## config.mk

```make
export PLATFORM = sky130hd
export DESIGN_NAME = bus_arbiter
export DESIGN_NICKNAME = d
export VERILOG_FILES = /design/src/rtl/bus_arbiter.sv
export SDC_FILE = /design/constraint.sdc
export NUM_CORES = 1
export LEC_CHECK = 0
export BUFFER_PORTS_ARGS = -buffer_cell sky130_fd_sc_hd__clkbuf_2
export CORE_AREA = 3 3 47 49
export CTS_CLUSTER_DIAMETER = 40
export CTS_CLUSTER_SIZE = 24
export DETAILED_ROUTE_END_ITERATION = 12
export DIE_AREA = 0 0 50 52
export PLACE_DENSITY = 0.69
export SYNTH_ARGS = -nofsm -noshare
export SYNTH_HDL_FRONTEND = slang
export SYNTH_SLANG_ARGS = --single-unit
```

## constraint.sdc

```tcl
create_clock -name CLK -period 5.17 [get_ports CLK]
set_input_delay 0.517 -clock CLK [delete_from_list [all_inputs] [get_ports CLK]]
set_output_delay 0.517 -clock CLK [all_outputs]
set_load 0.005 [all_outputs]
```

## src/rtl/bus_arbiter.sv

```systemverilog
// Two-master bus arbiter with start timeout and single outstanding split transaction.
// Optional build macro BUS_ARB_ROUND_ROBIN_EN: least-recently-granted priority instead of fixed M1-first.
module bus_arbiter #(
  parameter int START_TMO = 8,
  parameter int CW        = $clog2(START_TMO + 1)
) (
  input  logic CLK,
  input  logic RST,
  input  logic M1_BREQ,
  input  logic M2_BREQ,
  input  logic B_UTIL,
  input  logic SPL_4K_SEL,
  input  logic SPL_READY,
  output logic M1_BGRANT,
  output logic M2_BGRANT,
  output logic MSEL,
  output logic B_SBSY
);

  typedef enum logic [1:0] {IDLE = 2'd0, GNT1 = 2'd1, GNT2 = 2'd2} state_t;

  localparam logic [CW-1:0] TMO_LAST = CW'(START_TMO - 1);

  state_t        state_q, state_d;
  logic          msel_q, msel_d;
  logic          sbsy_q, sbsy_d;
  logic          owner_q, owner_d;   // parked master: 0 = M1, 1 = M2 (valid while sbsy_q)
  logic [CW-1:0] cnt_q, cnt_d;
  logic          seen_q, seen_d;     // B_UTIL observed during this tenure
  logic          lock1_q, lock1_d;   // timed out, waiting for BREQ to drop
  logic          lock2_q, lock2_d;
`ifdef BUS_ARB_ROUND_ROBIN_EN
  logic          last_q, last_d;     // most recent grant: 0 = M1, 1 = M2
`endif

  logic parked1, parked2, resume1, resume2, elig1, elig2;
  logic in_gnt, cur_breq, split_hit, tmo_hit;

  assign parked1   = sbsy_q && !owner_q;
  assign parked2   = sbsy_q &&  owner_q;
  assign resume1   = parked1 && M1_BREQ && SPL_READY;
  assign resume2   = parked2 && M2_BREQ && SPL_READY;
  assign elig1     = M1_BREQ && !lock1_q && !parked1;
  assign elig2     = M2_BREQ && !lock2_q && !parked2;
  assign in_gnt    = (state_q == GNT1) || (state_q == GNT2);
  assign cur_breq  = (state_q == GNT1) ? M1_BREQ : M2_BREQ;
  // A second split while one is pending is ignored and the first owner is kept.
  assign split_hit = in_gnt && SPL_4K_SEL && !sbsy_q;
  assign tmo_hit   = in_gnt && !seen_q && !B_UTIL && (cnt_q == TMO_LAST);

  always_ff @(posedge CLK) begin
    if (RST) begin
      state_q <= IDLE;
      msel_q  <= 1'b0;
      sbsy_q  <= 1'b0;
      owner_q <= 1'b0;
      cnt_q   <= '0;
      seen_q  <= 1'b0;
      lock1_q <= 1'b0;
      lock2_q <= 1'b0;
`ifdef BUS_ARB_ROUND_ROBIN_EN
      last_q  <= 1'b1;
`endif
    end else begin
      state_q <= state_d;
      msel_q  <= msel_d;
      sbsy_q  <= sbsy_d;
      owner_q <= owner_d;
      cnt_q   <= cnt_d;
      seen_q  <= seen_d;
      lock1_q <= lock1_d;
      lock2_q <= lock2_d;
`ifdef BUS_ARB_ROUND_ROBIN_EN
      last_q  <= last_d;
`endif
    end
  end

  always_comb begin
    state_d = state_q;
    case (state_q)
      IDLE: begin
        if (resume1)                state_d = GNT1;
        else if (resume2)           state_d = GNT2;
        else if (elig1 && elig2) begin
`ifdef BUS_ARB_ROUND_ROBIN_EN
          state_d = last_q ? GNT1 : GNT2;
`else
          state_d = GNT1;
`endif
        end
        else if (elig1)             state_d = GNT1;
        else if (elig2)             state_d = GNT2;
      end
      GNT1, GNT2: begin
        if (split_hit || !cur_breq || tmo_hit) state_d = IDLE;
      end
      default: state_d = IDLE;
    endcase
  end

  always_comb begin
    msel_d  = msel_q;
    sbsy_d  = sbsy_q;
    owner_d = owner_q;
    cnt_d   = cnt_q;
    seen_d  = seen_q;
    lock1_d = lock1_q && M1_BREQ;
    lock2_d = lock2_q && M2_BREQ;
`ifdef BUS_ARB_ROUND_ROBIN_EN
    last_d  = last_q;
`endif

    if (state_q == IDLE) begin
      cnt_d  = '0;
      seen_d = 1'b0;
      if (state_d == GNT1) begin
        msel_d = 1'b0;
`ifdef BUS_ARB_ROUND_ROBIN_EN
        last_d = 1'b0;
`endif
      end else if (state_d == GNT2) begin
        msel_d = 1'b1;
`ifdef BUS_ARB_ROUND_ROBIN_EN
        last_d = 1'b1;
`endif
      end
      if (resume1 || resume2) sbsy_d = 1'b0;
    end else begin
      if (!seen_q && !B_UTIL) cnt_d = cnt_q + 1'b1;
      seen_d = seen_q || B_UTIL;
      if (split_hit) begin
        sbsy_d  = 1'b1;
        owner_d = (state_q == GNT2);
      end else if (tmo_hit) begin
        if (state_q == GNT1 && M1_BREQ) lock1_d = 1'b1;
        if (state_q == GNT2 && M2_BREQ) lock2_d = 1'b1;
      end
    end

    // Parked owner gave up before resumption: abandon the split.
    if ((parked1 && !M1_BREQ) || (parked2 && !M2_BREQ)) sbsy_d = 1'b0;
  end

  assign M1_BGRANT = (state_q == GNT1);
  assign M2_BGRANT = (state_q == GNT2);
  assign MSEL      = msel_q;
  assign B_SBSY    = sbsy_q;

endmodule
```

After elaboration in Yosys (flattened, before gate mapping)

Index checks and enable logic that the tools add are counted.

Register bits after elaboration: 12
Input port bits: 7
Output and inout bits: 4
Logic and storage cells: 86

Add/sub/neg operators: 1
Equality and inequality tests: 6
Muxes and demuxes: 21
Bitwise logic cells: 1
Reductions and logical operators: 49

Operators by type and width:

| kind                                                                     | count |
|---|---|
| 1-bit logical AND                                                        | 23 |
| 1-bit two-way mux                                                        | 14 |
| 2-bit two-way mux                                                        | 6 |
| 1-bit zero test                                                          | 11 |
| 1-bit logical OR                                                         | 6 |
| 2-bit AND reduction                                                      | 3 |
| 2-bit OR reduction                                                       | 3 |
| 4-bit by 1-bit adder with 4-bit output (second input constant)           | 1 |
| 2-bit by 1-bit == test with 1-bit output (second input constant)         | 2 |
| 2-bit == test (second input constant)                                    | 2 |
| 4-bit by 3-bit == test with 1-bit output (second input constant)         | 1 |
| 2-bit one-hot mux with 2 select lines                                    | 1 |
| 2-bit nonzero test                                                       | 2 |
| 2-bit zero test                                                          | 1 |
| 2-bit by 1-bit inequality test with 1-bit output (second input constant) | 1 |
| 1-bit NOT                                                                | 1 |

Longest topological paths before layout

Gate-level depths: netlist of run 1.

Depth in word-level cells: 12
Gate-level depth with buffers: 11
Mapped depth without buffers: 10

Worst setup path before layout of run 1

No wires, ideal clock.

Path kind: input to register
Start: input port B_UTIL
End: register msel_q (netlist: MSEL)
Setup time: 0.086 ns
Arrival: 2.102 ns
Data required time: 5.084 ns
Slack: 2.983 ns
Stages: 8
Path buffers: 0
Cell sequence: or3b_4 > o2111a_1 > a221oi_2 > nor2_1 > ha_1 > nor2_1 > nor2_1 > a211oi_1

Cells in the longest elaborated chain, start to end: 9
Elaborated cells between the ends (all ways): 11
Those cells by class: 2 x eq/ne; 3 x mux; 6 x reduce/logical

RTL lines:

| item                                                                      | RTL line | source |
|---|---|---|
| start, declared                                                           | 11       | `input logic B_UTIL,` |
| 1-bit zero test *                                                         | 49       | `assign tmo_hit = in_gnt && !seen_q && !B_UTIL && (cnt_q == TMO_LAST);` |
| 1-bit logical AND * (2 in a row)                                          | 49       |  |
| 1-bit logical OR *                                                        | 96       | `if (split_hit \|\| !cur_breq \|\| tmo_hit) state_d = IDLE;` |
| 2-bit two-way mux *                                                       | 96       |  |
| 2-bit one-hot mux with 2 select lines *                                   | 81       | `case (state_q)` |
| named net state_d[0]                                                      | 24       | `state_t state_q, state_d;` |
| 2-bit by 1-bit == test with 1-bit output or 2-bit == test (tied branches) | 117, 122 |  |
| 2-bit nonzero test (no line)                                              | n/a      |  |
| 2-bit AND reduction (no line)                                             | n/a      |  |
| end signal, assigned                                                      | 66       | `msel_q <= msel_d;` |
| end, declared                                                             | 25       | `logic msel_q, msel_d;` |

Mark *: on every way through the listed nets, which the timed path passes. The rest lies on a longest branch.
A chain may end at the register's enable or synchronous reset.

Final worst setup path of run 1

Start: register state_q[0]
End: register msel_q (netlist: MSEL)

Cells in the longest elaborated chain, start to end: 11
Elaborated cells between the ends (all ways): 26
Those cells by class: 4 x eq/ne; 9 x mux; 13 x reduce/logical

RTL lines:

| item                                                                      | RTL line   | source |
|---|---|---|
| start, declared                                                           | 24         |  |
| start signal, assigned                                                    | 65         | `state_q <= state_d;` |
| 2-bit by 1-bit == test with 1-bit output or 2-bit == test (tied branches) | 45, 46, 81 |  |
| 1-bit logical OR                                                          | 45         | `assign in_gnt = (state_q == GNT1) \|\| (state_q == GNT2);` |
| 1-bit logical AND, on equally long branches (2 in a row)                  | 48, 49     |  |
| 1-bit logical OR or 1-bit logical AND (tied branches)                     | 96, 49     |  |
| 1-bit logical OR                                                          | 96         |  |
| 2-bit two-way mux                                                         | 96         |  |
| 2-bit one-hot mux with 2 select lines *                                   | 81         |  |
| named net state_d[0]                                                      | 24         |  |
| 2-bit by 1-bit == test with 1-bit output or 2-bit == test (tied branches) | 117, 122   |  |
| 2-bit nonzero test (no line)                                              | n/a        |  |
| 2-bit AND reduction (no line)                                             | n/a        |  |

Marks and branches as above.

==> results of run 1 <==
## flip-flops by register name, indices dropped and copies added (netlist names)
signal / count
B_SBSY: 1
MSEL: 1
cnt_q: 4
lock1_q: 1
lock2_q: 1
owner_q: 1
seen_q: 1
state_q: 2
## worst max-delay path by stage
stage | to | slack (ps) | depth (start not counted) | start
finish | MSEL$_SDFFE_PP0P_ | 2760 | 10 | state_q[0]$_SDFF_PP0_
global route | MSEL$_SDFFE_PP0P_ | 2510 | 10 | state_q[0]$_SDFF_PP0_
detailed placement | MSEL$_SDFFE_PP0P_ | 2760 | 9 | B_UTIL
floorplan | MSEL$_SDFFE_PP0P_ | 2980 | 8 | B_UTIL
global placement | MSEL$_SDFFE_PP0P_ | 2800 | 9 | B_UTIL
CTS | MSEL$_SDFFE_PP0P_ | 2760 | 10 | state_q[0]$_SDFF_PP0_
## kinds of logic (layout without fill, tap and decap cells)
family / after synthesis / after routing / share of synthesized area (%)
xor gates and xnor gates: 3 / 3 / 3.63
DFF: 12 / 12 / 33.2
buffers and inverters: 7 / 19 / 3.80
adders and majority gates: 6 / 6 / 10.4
AOI/OAI and AO/OA: 12 / 12 / 12.8
muxes: 4 / 4 / 5.87
and+or+nand+nor: 35 / 35 / 30.4
## cells in the mapped netlist, drive strengths merged, types with 2 or more instances
master  instances  area share [%]
a21oi           2             1.4
a31oi           3             2.6
buf             2             1.2
dfxtp          12              33
ha              6              10
inv             5             2.6
mux2            2             3.1
mux2i           2             2.8
nand2           4             2.1
nand2b          2             1.7
nor2            8             4.1
nor3            6             4.1
nor3b           3             4.5
nor4            2             2.6
xor2            2             2.4
## through the flow
step	std cells	hold WS [ps]	setup WS [ps]	util, %	cell area (um^2)
after floorplan	79	494	2980	-	724
after global placement	114	488	2800	42.0	800
after detailed placement	114	522	2760	42.0	800
after CTS	118	533	2760	43.9	836
after global routing	118	575	2510	43.9	836
final	118	520	2760	43.9	836
## worst max-delay path: stages (launching register included)
cell and delay [ps]:
sky130_fd_sc_hd__dfxtp_1 360, sky130_fd_sc_hd__inv_1 120, sky130_fd_sc_hd__ha_1 400, sky130_fd_sc_hd__nand2_1 90, sky130_fd_sc_hd__a2111oi_0 530, sky130_fd_sc_hd__a221oi_2 80
sky130_fd_sc_hd__nor2_1 120, sky130_fd_sc_hd__ha_1 230, sky130_fd_sc_hd__nor2_1 140, sky130_fd_sc_hd__nor2_1 60, sky130_fd_sc_hd__a211oi_1 190
## where the power goes
group	internal (W)	total (W)	switching (W)
sequential	0.0000969	0.000101	0.00000404
combinational	0.0000191	0.0000453	0.0000263
clock	0.0000428	0.0000770	0.0000342
## per-layer routing
| metal | up-vias | wire length (um) | GRT usage [%] |
|---|---|---|---|
| li1 | 313 | - | - |
| met2 | 18 | 706 | 21.5 |
| met3 | 4 | 64 | 2.58 |
| met4 | 0 | 34 | 5.53 |
| met5 | - | 0 | 0 |
| met1 | 297 | 692 | 16.0 |
## cell type report
type	instances	area, um^2
Clock buffer	4	36.3
Fill cell	197	1070
Inverter	5	18.8
Multi-Input combinational cell	60	457
Sequential cell	12	240
Tap cell	27	33.8
Timing Repair Buffer	10	50.0
==> summary.md, run 1 <==
| Metric | Value |
|---|---|
| Run status | finished clean |
| CTS tree | yes |
| Standard-cell rows | 16 |
| Sequential cell area fraction in the yosys report | 33.2% |
| Maximum VDD drop | 0.119 mV |
| Number of synthesized register bits | 12 |
| Antenna violations before repair | 0 |
| Number of DRC violations after detailed routing | 0 |
| Maximum clock rate | 0.415 GHz |
| Number of max-slew violations in the final report | 0 |
| Number of setup violations in the final report | 0 |
| Async set-reset flop share out of synthesis | 0% |
| Ant. Diodes | 0 |
| Post-CTS Hold Fix Bufs | 0 |
| Routability Congestion | 0.767 |
| Power density normalized to cell area | 267 nW/um^2 |
| Boundary pin count | 11 |
| Wire length of the first global-routing pass | 2570 um |
| Most frequent standard cell in the layout excluding fill and tap cells | sky130_fd_sc_hd__dfxtp_1 |
| Reg-to-reg endpoint | MSEL$_SDFFE_PP0P_ |
| Via count of the first global-routing pass | 576 |
| Hold Path Class | reg -> reg |
| Pin count of the biggest net entering global routing | 13 |
| RSZ-0062 raised after global routing | no |
| Share of cells above drive strength 1 | 24.2% |
| Number of DRC markers after the initial detailed-route iteration | 10 |
| H-tree levels | 1 |
| Synth Area per Inst | 9.17 um^2 |
| Critical register-to-register path startpoint | state_q[0]$_SDFF_PP0_ |
| DRT Pass-1 Iters | 4 |
| Total routing resource utilization after global routing | 12.9% |
| Initial Utilization | 38.1% |
| Die outline height | 52 um |
| Hold Crit Endpoint | MSEL$_SDFFE_PP0P_ |
| WHS Path Cells | 2 |
| Lkg Pwr | 0.329 nW |
| Number of instances resized during post-cts repair | 0 |
| Type of element launching the critical path | register |
| WP data required | 5360 ps |
| Total routed wirelength | 1500 um |
| Overflow left after global routing | 0 |
| Final #Nets | 105 |
| Routed vias | 632 |
| Actual transition at the worst max-transition pin | 578 ps |
| Top fanout value on the critical path | 10 |
| Fin. Hold Viols | 0 |
| Post-synth EDFFs | 0 |
| Setup slack of the most critical reg-to-reg path | 2760 ps |
| Count of buffers from port buffering | 10 |
| Final min period | 2410 ps |
| Clk_lat worst skew | 280 ps |
| Reg2reg path depth | 10 |
| Post-route clock period utilization | 46.6% |
| Total CTS buffers | 3 |
| Post-Route Setup TNS | 0 ps |
| Max-capacitance violation count | 0 |
| Root Driver | sky130_fd_sc_hd__clkbuf_4 |
| Total clock sinks | 12 |
| Post CTS Setup Buffer Count | 0 |
| Post-synth design cell area | 724 um^2 |
| Drt wl/cell | 12.7 um |
| Final total power | 0.000223 W |
| Most instantiated flip-flop cell in the synthesis netlist | sky130_fd_sc_hd__dfxtp_1 |
| Instance count of the mapped netlist | 79 |
| Crit Path Class | reg -> reg |
| Core box area | 1900 um^2 |
| Syn-to-layout area delta | 15.4% |
| Number of nets in the synthesized netlist | 92 |
| Kind of end point of the critical path | register |
| Arrival time at the worst endpoint | 2600 ps |
| Count of nets left with antenna violations after detail routing | 0 |
| Count of warnings emitted by yosys | 0 |
| Sum of net half-perimeters after detailed placement | 1130 um |
| Clk_skew | 6.91 ps |
| Vias/cell | 5.36 |
| Leading cell types in the layout, fill and taps excluded | sky130_fd_sc_hd__dfxtp_1, sky130_fd_sc_hd__clkbuf_2, sky130_fd_sc_hd__nor2_1 |
| Clock-pin slew of the registers on the worst-case setup and hold paths | 90 ps |
| Full die area | 2600 um^2 |
| Max-slew headroom | 60.5% |
| Count of different cell masters after synthesis | 36 |
| Die Wd | 50 um |
| Hold Path Origin | MSEL$_SDFFE_PP0P_ |
| Worst-case clock buffer depth | 2 |
(Power assumes the default switching activity.)
==> run 2: changes to the inputs <==
==> constraint.sdc (replaced) <==
create_clock -name CLK -period 2.3 [get_ports CLK]
set_input_delay 0.23 -clock CLK [delete_from_list [all_inputs] [get_ports CLK]]
set_output_delay 0.23 -clock CLK [all_outputs]
set_load 0.005 [all_outputs]
==> run 2 against run 1 <==
Net effect:
- global-route usage is 0.58 points higher
- setup slack worse by 2700 ps
- largest power group unchanged
- non-clock buffer count is 7 higher
- register-to-register slack worse by 2700 ps
- final cell count is 5.9% higher
- via count is 1.4% higher
- flip-flop and latch count stayed put
==> summary.md, run 2 (synthesis gave the netlist of run 1 again) <==
| Metric | Value |
|---|---|
| Setup slack of the most critical reg-to-reg path | 50 ps (-2710 ps) |
| Maximum clock rate | 0.444 GHz (+6.9%) |
| Largest registers | cnt_q: 4 flops, state_q: 2 flops |
| Share of cells above drive strength 1 | 34.7% (+11 points) |
| Arrival time at the worst endpoint | 2440 ps (-160 ps) |
| Top fanout value on the critical path | 3 (-7) |
| Fin. Hold Viols | 0 (unchanged) |
| DRT Pass-1 Iters | 4 (unchanged) |
| Total routed wirelength | 1610 um (+7.5%) |
| Internal power | 0.000370 W (+130%) |
| Overflow left after global routing | 0 (unchanged) |
| Antenna violations before repair | 0 (unchanged) |
| Top reg by flops | cnt_q |
| Kind of end point of the critical path | register |
| Vias/cell | 5.13 (-4.3%) |
| Die Wd | 50 um (unchanged) |
| Max-slew headroom | 75.7% (+15 points) |
| Wire length of the first global-routing pass | 2680 um (+4.6%) |
| Sum of net half-perimeters after detailed placement | 1150 um (+1.7%) |
| Total CTS buffers | 3 (unchanged) |
| Total instance count after detailed placement | 118 (+3.5%) |
| Post-Route Setup TNS | 0 ps (unchanged) |
| Pin count of the biggest net entering global routing | 13 (unchanged) |
| Die outline height | 52 um (unchanged) |
| Run status | finished clean |
| Number of DRC violations after detailed routing | 0 (unchanged) |
| Number of max-slew violations in the final report | 0 (unchanged) |
| Total net switching power | 0.000149 W (+130%) |
| Count of buffers from port buffering | 10 (unchanged) |
| Hold Path Class | in -> reg |
| Post-CTS Hold Fix Bufs | 0 (unchanged) |
| Final #Nets | 112 (+6.7%) |
| Combinational power share | 23.8% (+3.5 points) |
| Number of DRC markers after the initial detailed-route iteration | 4 (-6) |
| Number of non-filler instances in the completed layout | 125 (+5.9%) |
| Final min period | 2250 ps (-156 ps) |
| Number of setup violations in the final report | 0 (unchanged) |
| Leading cell types in the layout, fill and taps excluded | sky130_fd_sc_hd__clkbuf_2, sky130_fd_sc_hd__dfxtp_1, sky130_fd_sc_hd__nor2_1, sky130_fd_sc_hd__buf_4 |
| Actual transition at the worst max-transition pin | 361 ps (-217 ps) |
| Full die area | 2600 um^2 (unchanged) |
| Type of element launching the critical path | register |
| Syn-to-layout area delta | 24.4% |
| Most frequent standard cell in the layout excluding fill and tap cells | sky130_fd_sc_hd__clkbuf_2 |
| Proportion of power drawn by the clock network | 32.5% (-2.0 points) |
| Power density normalized to cell area | 576 nW/um^2 (+120%) |
| Max FFs per register | 4 (unchanged) |
| Routability Congestion | 0.782 (+2.0%) |
| Sw Share | 28.7% (-0.18 points) |
| CTS tree | yes |
| H-tree levels | 1 (unchanged) |
| Lkg Pwr | 0.366 nW (+11%) |
| Core box area | 1900 um^2 (unchanged) |
| Initial Utilization | 38.1% (unchanged) |
| Post-route clock period utilization | 97.9% (+51 points) |
| Routed vias | 641 (+1.4%) |
| Clock-pin slew of the registers on the worst-case setup and hold paths | 80 ps (about the same) |
| Final-layout fill cell count | 186 (-5.6%) |
| RSZ-0062 raised after global routing | yes |
| Drt wl/cell | 12.9 um (+1.5%) |
| Total routing resource utilization after global routing | 13.5% (+0.58 points) |
| Count of nets left with antenna violations after detail routing | 0 (unchanged) |
| Boundary pin count | 11 (unchanged) |
| Root Driver | sky130_fd_sc_hd__clkbuf_4 |
| Crit Path Class | reg -> reg |
| Standard-cell rows | 16 (unchanged) |
| Power share of the sequential group | 43.7% (-1.5 points) |
| Clk_lat worst skew | 270 ps (about the same) |
| Via count of the first global-routing pass | 643 (+12%) |
| Max-capacitance violation count | 0 (unchanged) |
| Maximum VDD drop | 0.217 mV (+82%) |
| Clk_skew | 0.604 ps (-6.31 ps) |
| Ant. Diodes | 0 (unchanged) |
| Total clock sinks | 12 (unchanged) |
| Worst-case clock buffer depth | 2 (unchanged) |
| WP data required | 2490 ps (-2870 ps) |
==> run 2: cell count changes in the layout (fill, tap and decap cells not counted), sizes merged <==
cell,delta
buf,+7
==> run 2: final timing paths <==
check | startpoint | end | cells past startpoint
worst max-delay path | cnt_q[1]$_SDFFE_PP0P_ | MSEL$_SDFFE_PP0P_ | 9
worst min register to register | MSEL$_SDFFE_PP0P_ | MSEL$_SDFFE_PP0P_ | 2
worst max register to register | cnt_q[1]$_SDFFE_PP0P_ | MSEL$_SDFFE_PP0P_ | 9
worst min-delay path | M2_BREQ | lock2_q$_SDFF_PP0_ | 2
==> run 2: layout make-up <==
| cell class | count | area (um^2) | share of cell area [%] |
|---|---|---|---|
| clock buffers | 4 | 36.3 | 4.03 |
| inverters | 5 | 18.8 | 2.08 |
| multi-input cells | 60 | 465 | 51.7 |
| flip-flops and latches | 12 | 244 | 27.1 |
| well taps | 27 | 33.8 | 3.75 |
| repair buffers | 17 | 103 | 11.4 |
==> run 2: routing by layer <==
layer	vias to the layer above	track usage, %	routed length (um)
li1	328	-	-
met1	300	16.8	773
met2	11	22.6	779
met3	2	1.72	38
met4	0	6.91	17
met5	-	0	0
==> run 2: power groups by stage <==
stage	clock network, W	registers, W	logic (W)
after floorplan	0	0.000231	0.0000709
after global placement	0	0.000230	0.000111
after detailed placement	0	0.000231	0.000113
after CTS	0.000173	0.000226	0.000114
after global routing	0.000183	0.000228	0.000139
final	0.000169	0.000227	0.000124
==> run 2: through the flow <==
step / hold slack [ps] / instance area, um^2 / worst slack (ps) / util (%) / power [W]
final: 282 / 901 / 47.2 / 47.4 / 0.000519
after global routing: 281 / 901 / -88.4 / 47.4 / 0.000550
after CTS: 275 / 866 / 6.62 / 45.5 / 0.000513
after detailed placement: 522 / 830 / 49.9 / 43.6 / 0.000344
after global placement: 488 / 830 / 103 / 43.6 / 0.000341
after floorplan: 300 / 724 / 144 / - / 0.000301
==> run 2: repair_timing <==
item	4_1_cts	5_1_grt
resized for setup	0	6
endpoints found under the setup margin	0	1
setup buffers	0	3
==> run 2: worst max-delay path, cell delays in order, from the launching register on <==
cell                       delay (ps)
sky130_fd_sc_hd__dfxtp_2          350
sky130_fd_sc_hd__ha_1             130
sky130_fd_sc_hd__or3b_4           380
sky130_fd_sc_hd__o2111a_1         280
sky130_fd_sc_hd__a221oi_2         280
sky130_fd_sc_hd__nor2_1            90
sky130_fd_sc_hd__ha_1             300
sky130_fd_sc_hd__nor2_2           150
sky130_fd_sc_hd__nor2_1            60
sky130_fd_sc_hd__a211oi_1         160
==> run 3: changes to the inputs <==
--- a/config.mk
+++ b/config.mk
@@ -11,6 +11,7 @@
 export CTS_CLUSTER_SIZE = 24
 export DETAILED_ROUTE_END_ITERATION = 12
 export DIE_AREA = 0 0 50 52
+export GPL_TIMING_DRIVEN = 0
 export PLACE_DENSITY = 0.69
 export SYNTH_ARGS = -nofsm -noshare
 export SYNTH_HDL_FRONTEND = slang
==> run 3 against run 2 <==
Net effect:
- non-clock buffer count down 2
- first-iteration DRC count is 130% higher
- sequential share of layout area up 0.24 points
- die area stayed put
- clock-buffer cell count did not move
- total power shrank 1.2%
- global-route usage shrank 0.26 points
- register-to-register slack worse by 20 ps
- clock skew about the same
- flip-flop and latch count did not move
- final cell count decreased by 1.6%
- highest routed layer unchanged
==> summary.md, run 3 (synthesis gave the netlist of run 1 again) <==
| Metric | Value |
|---|---|
| Run status | finished clean |
| Clock-pin slew of the registers on the worst-case setup and hold paths | 80 ps (about the same) |
| Final-layout fill cell count | 199 (+7.0%) |
| Post-route clock period utilization | 98.8% (+0.89 points) |
| Root Driver | sky130_fd_sc_hd__clkbuf_4 |
| Crit Path Class | reg -> reg |
| Placement Cell Area | 808 um^2 (-2.6%) |
| Fin. Hold Viols | 0 (unchanged) |
| Ant. Diodes | 0 (unchanged) |
| Final #Nets | 110 (-1.8%) |
| Leading cell types in the layout, fill and taps excluded | sky130_fd_sc_hd__clkbuf_2, sky130_fd_sc_hd__dfxtp_1, sky130_fd_sc_hd__nor2_1 |
| Syn-to-layout area delta | 26.4% |
| Multi-input combinational cell area | 495 um^2 (+6.5%) |
| Cell mode on critical path | sky130_fd_sc_hd__nor2_1 |
| Boundary pin count | 11 (unchanged) |
| Share of cells above drive strength 1 | 36.5% (+1.8 points) |
| Core box area | 1900 um^2 (unchanged) |
| Worst path top cell family by delay | compound AO/OA/AOI/OAI gates |
| Lkg Pwr | 0.348 nW (-4.8%) |
| Register Area | 250 um^2 (+2.6%) |
| Top reg by flops | cnt_q |
| Die Wd | 50 um (unchanged) |
| Post-CTS Hold Fix Bufs | 0 (unchanged) |
| Max-slew headroom | 65.0% (-11 points) |
| Max FFs per register | 4 (unchanged) |
| Count of buffers from port buffering | 10 (unchanged) |
| WP data required | 2500 ps (about the same) |
| Worst-path cell with the longest stage delay | sky130_fd_sc_hd__dfxtp_4 |
| Number of non-filler instances in the completed layout | 123 (-1.6%) |
| Arrival time at the worst endpoint | 2470 ps (+30 ps) |
| Total clock sinks | 12 (unchanged) |
| Setup slack of the most critical reg-to-reg path | 30 ps (-20 ps) |
| Overflow left after global routing | 0 (unchanged) |
| Largest registers | cnt_q: 4 flops, state_q: 2 flops |
| Drt wl/cell | 13.4 um (+4.0%) |
| Clk_skew | 0.759 ps (+0.156 ps) |
| Hold Path Class | in -> reg |
| Via count of the first global-routing pass | 619 (-3.7%) |
| CTS tree | yes |
| Design Area, Final | 916 um^2 (+1.7%) |
| Worst-case clock buffer depth | 2 (unchanged) |
| Final min period | 2270 ps (+20.4 ps) |
| Sum of net half-perimeters after detailed placement | 1230 um (+7.3%) |
| Die outline height | 52 um (unchanged) |
| RSZ-0062 raised after global routing | yes |
| Actual transition at the worst max-transition pin | 524 ps (+163 ps) |
| Routability Congestion | 0.755 (-3.5%) |
| Number of DRC markers after the initial detailed-route iteration | 9 (+5) |
| Max-capacitance violation count | 0 (unchanged) |
| H-tree levels | 1 (unchanged) |
| Number of DRC violations after detailed routing | 0 (unchanged) |
| Maximum clock rate | 0.440 GHz (-0.90%) |
| Number of buffer and inverter instances along the worst setup path | 0 (unchanged) |
| Core occupancy in the finished layout | 48.2% (+0.79 points) |
| Routed vias | 638 (-0.47%) |
| Worst stage delay on the critical path | 380 ps (about the same) |
| Most frequent standard cell in the layout excluding fill and tap cells | sky130_fd_sc_hd__clkbuf_2 |
| Total CTS buffers | 3 (unchanged) |
| Wire length of the first global-routing pass | 2600 um (-3.1%) |
| Initial Utilization | 38.1% (unchanged) |
| Count of nets left with antenna violations after detail routing | 0 (unchanged) |
| Antenna violations before repair | 0 (unchanged) |
| Clk_lat worst skew | 270 ps (about the same) |
| Kind of end point of the critical path | register |
| Full die area | 2600 um^2 (unchanged) |
| Top fanout value on the critical path | 3 (unchanged) |
| Total routing resource utilization after global routing | 13.2% (-0.26 points) |
| Post-place setup slack | -59.4 ps (-109 ps) |
| Type of element launching the critical path | register |
| Number of max-slew violations in the final report | 0 (unchanged) |
| Standard-cell rows | 16 (unchanged) |
| Total instance count after detailed placement | 116 (-1.7%) |
| DRT Pass-1 Iters | 4 (unchanged) |
| Pin count of the biggest net entering global routing | 11 (-2) |
| Number of setup violations in the final report | 0 (unchanged) |
| Maximum VDD drop | 0.241 mV (+11%) |
| Final Worst Setup Slack | 26.8 ps (-20.4 ps) |
| Vias/cell | 5.19 (+1.2%) |
| Sequence of cells on the critical path | ha_4 > or3b_4 > o2111a_1 > a221oi_2 > nor2_1 > ha_1 > nor2_2 > nor2_1 > a211oi_2 |
| Power density normalized to cell area | 560 nW/um^2 (-2.8%) |
| Total routed wirelength | 1650 um (+2.4%) |
[run 3: worst register-to-register path, cell delays in order, from the launching register on]
cell	delay (ps)
sky130_fd_sc_hd__dfxtp_4	380
sky130_fd_sc_hd__ha_4	120
sky130_fd_sc_hd__or3b_4	380
sky130_fd_sc_hd__o2111a_1	280
sky130_fd_sc_hd__a221oi_2	300
sky130_fd_sc_hd__nor2_1	90
sky130_fd_sc_hd__ha_1	290
sky130_fd_sc_hd__nor2_2	140
sky130_fd_sc_hd__nor2_1	70
sky130_fd_sc_hd__a211oi_2	140
[run 3: area by class of cell]
cell class	count	share of cell area [%]
sequential	12	27.3
multi-input combinational	60	54.1
clock buffer	4	3.96
tap	27	3.69
timing repair buffer	13	7.92
buffer	2	0.956
inverter	5	2.05
[run 3: repair_timing]
item                       CTS  global route
setup buffers                0             3
pin swaps                    1             7
setup endpoints to repair    1             1
gates resized for setup      5             9
[run 3: routing by layer]
layer	share of wire (%)	track usage, %	up-vias
li1	-	-	322
met1	45	15.2	301
met2	51	22.8	10
met3	1.9	1.72	5
met4	2.2	8.76	0
met5	0	0	-
[run 3: worst paths after layout]
check	endpoint	from	depth (start not counted)
setup reg to reg	MSEL$_SDFFE_PP0P_	cnt_q[0]$_SDFFE_PP0P_	9
hold reg to reg	MSEL$_SDFFE_PP0P_	MSEL$_SDFFE_PP0P_	2
hold / removal	lock2_q$_SDFF_PP0_	RST	2
setup / recovery	MSEL$_SDFFE_PP0P_	cnt_q[0]$_SDFFE_PP0P_	9
[run 3: stage by stage]
step	hold WS [ps]	setup TNS [ps]	total power, W
final	155	0	0.000513
after global routing	163	-101	0.000539
after detailed placement	450	-59.4	0.000335
after global placement	444	0	0.000331
after CTS	154	0	0.000503
after floorplan	300	0	0.000301
[run 3: report_power, final]
group,internal [W],switching (W),total [W]
combinational,0.0000499,0.0000650,0.000115
clock,0.0000962,0.0000736,0.000170
sequential,0.000217,0.0000110,0.000228
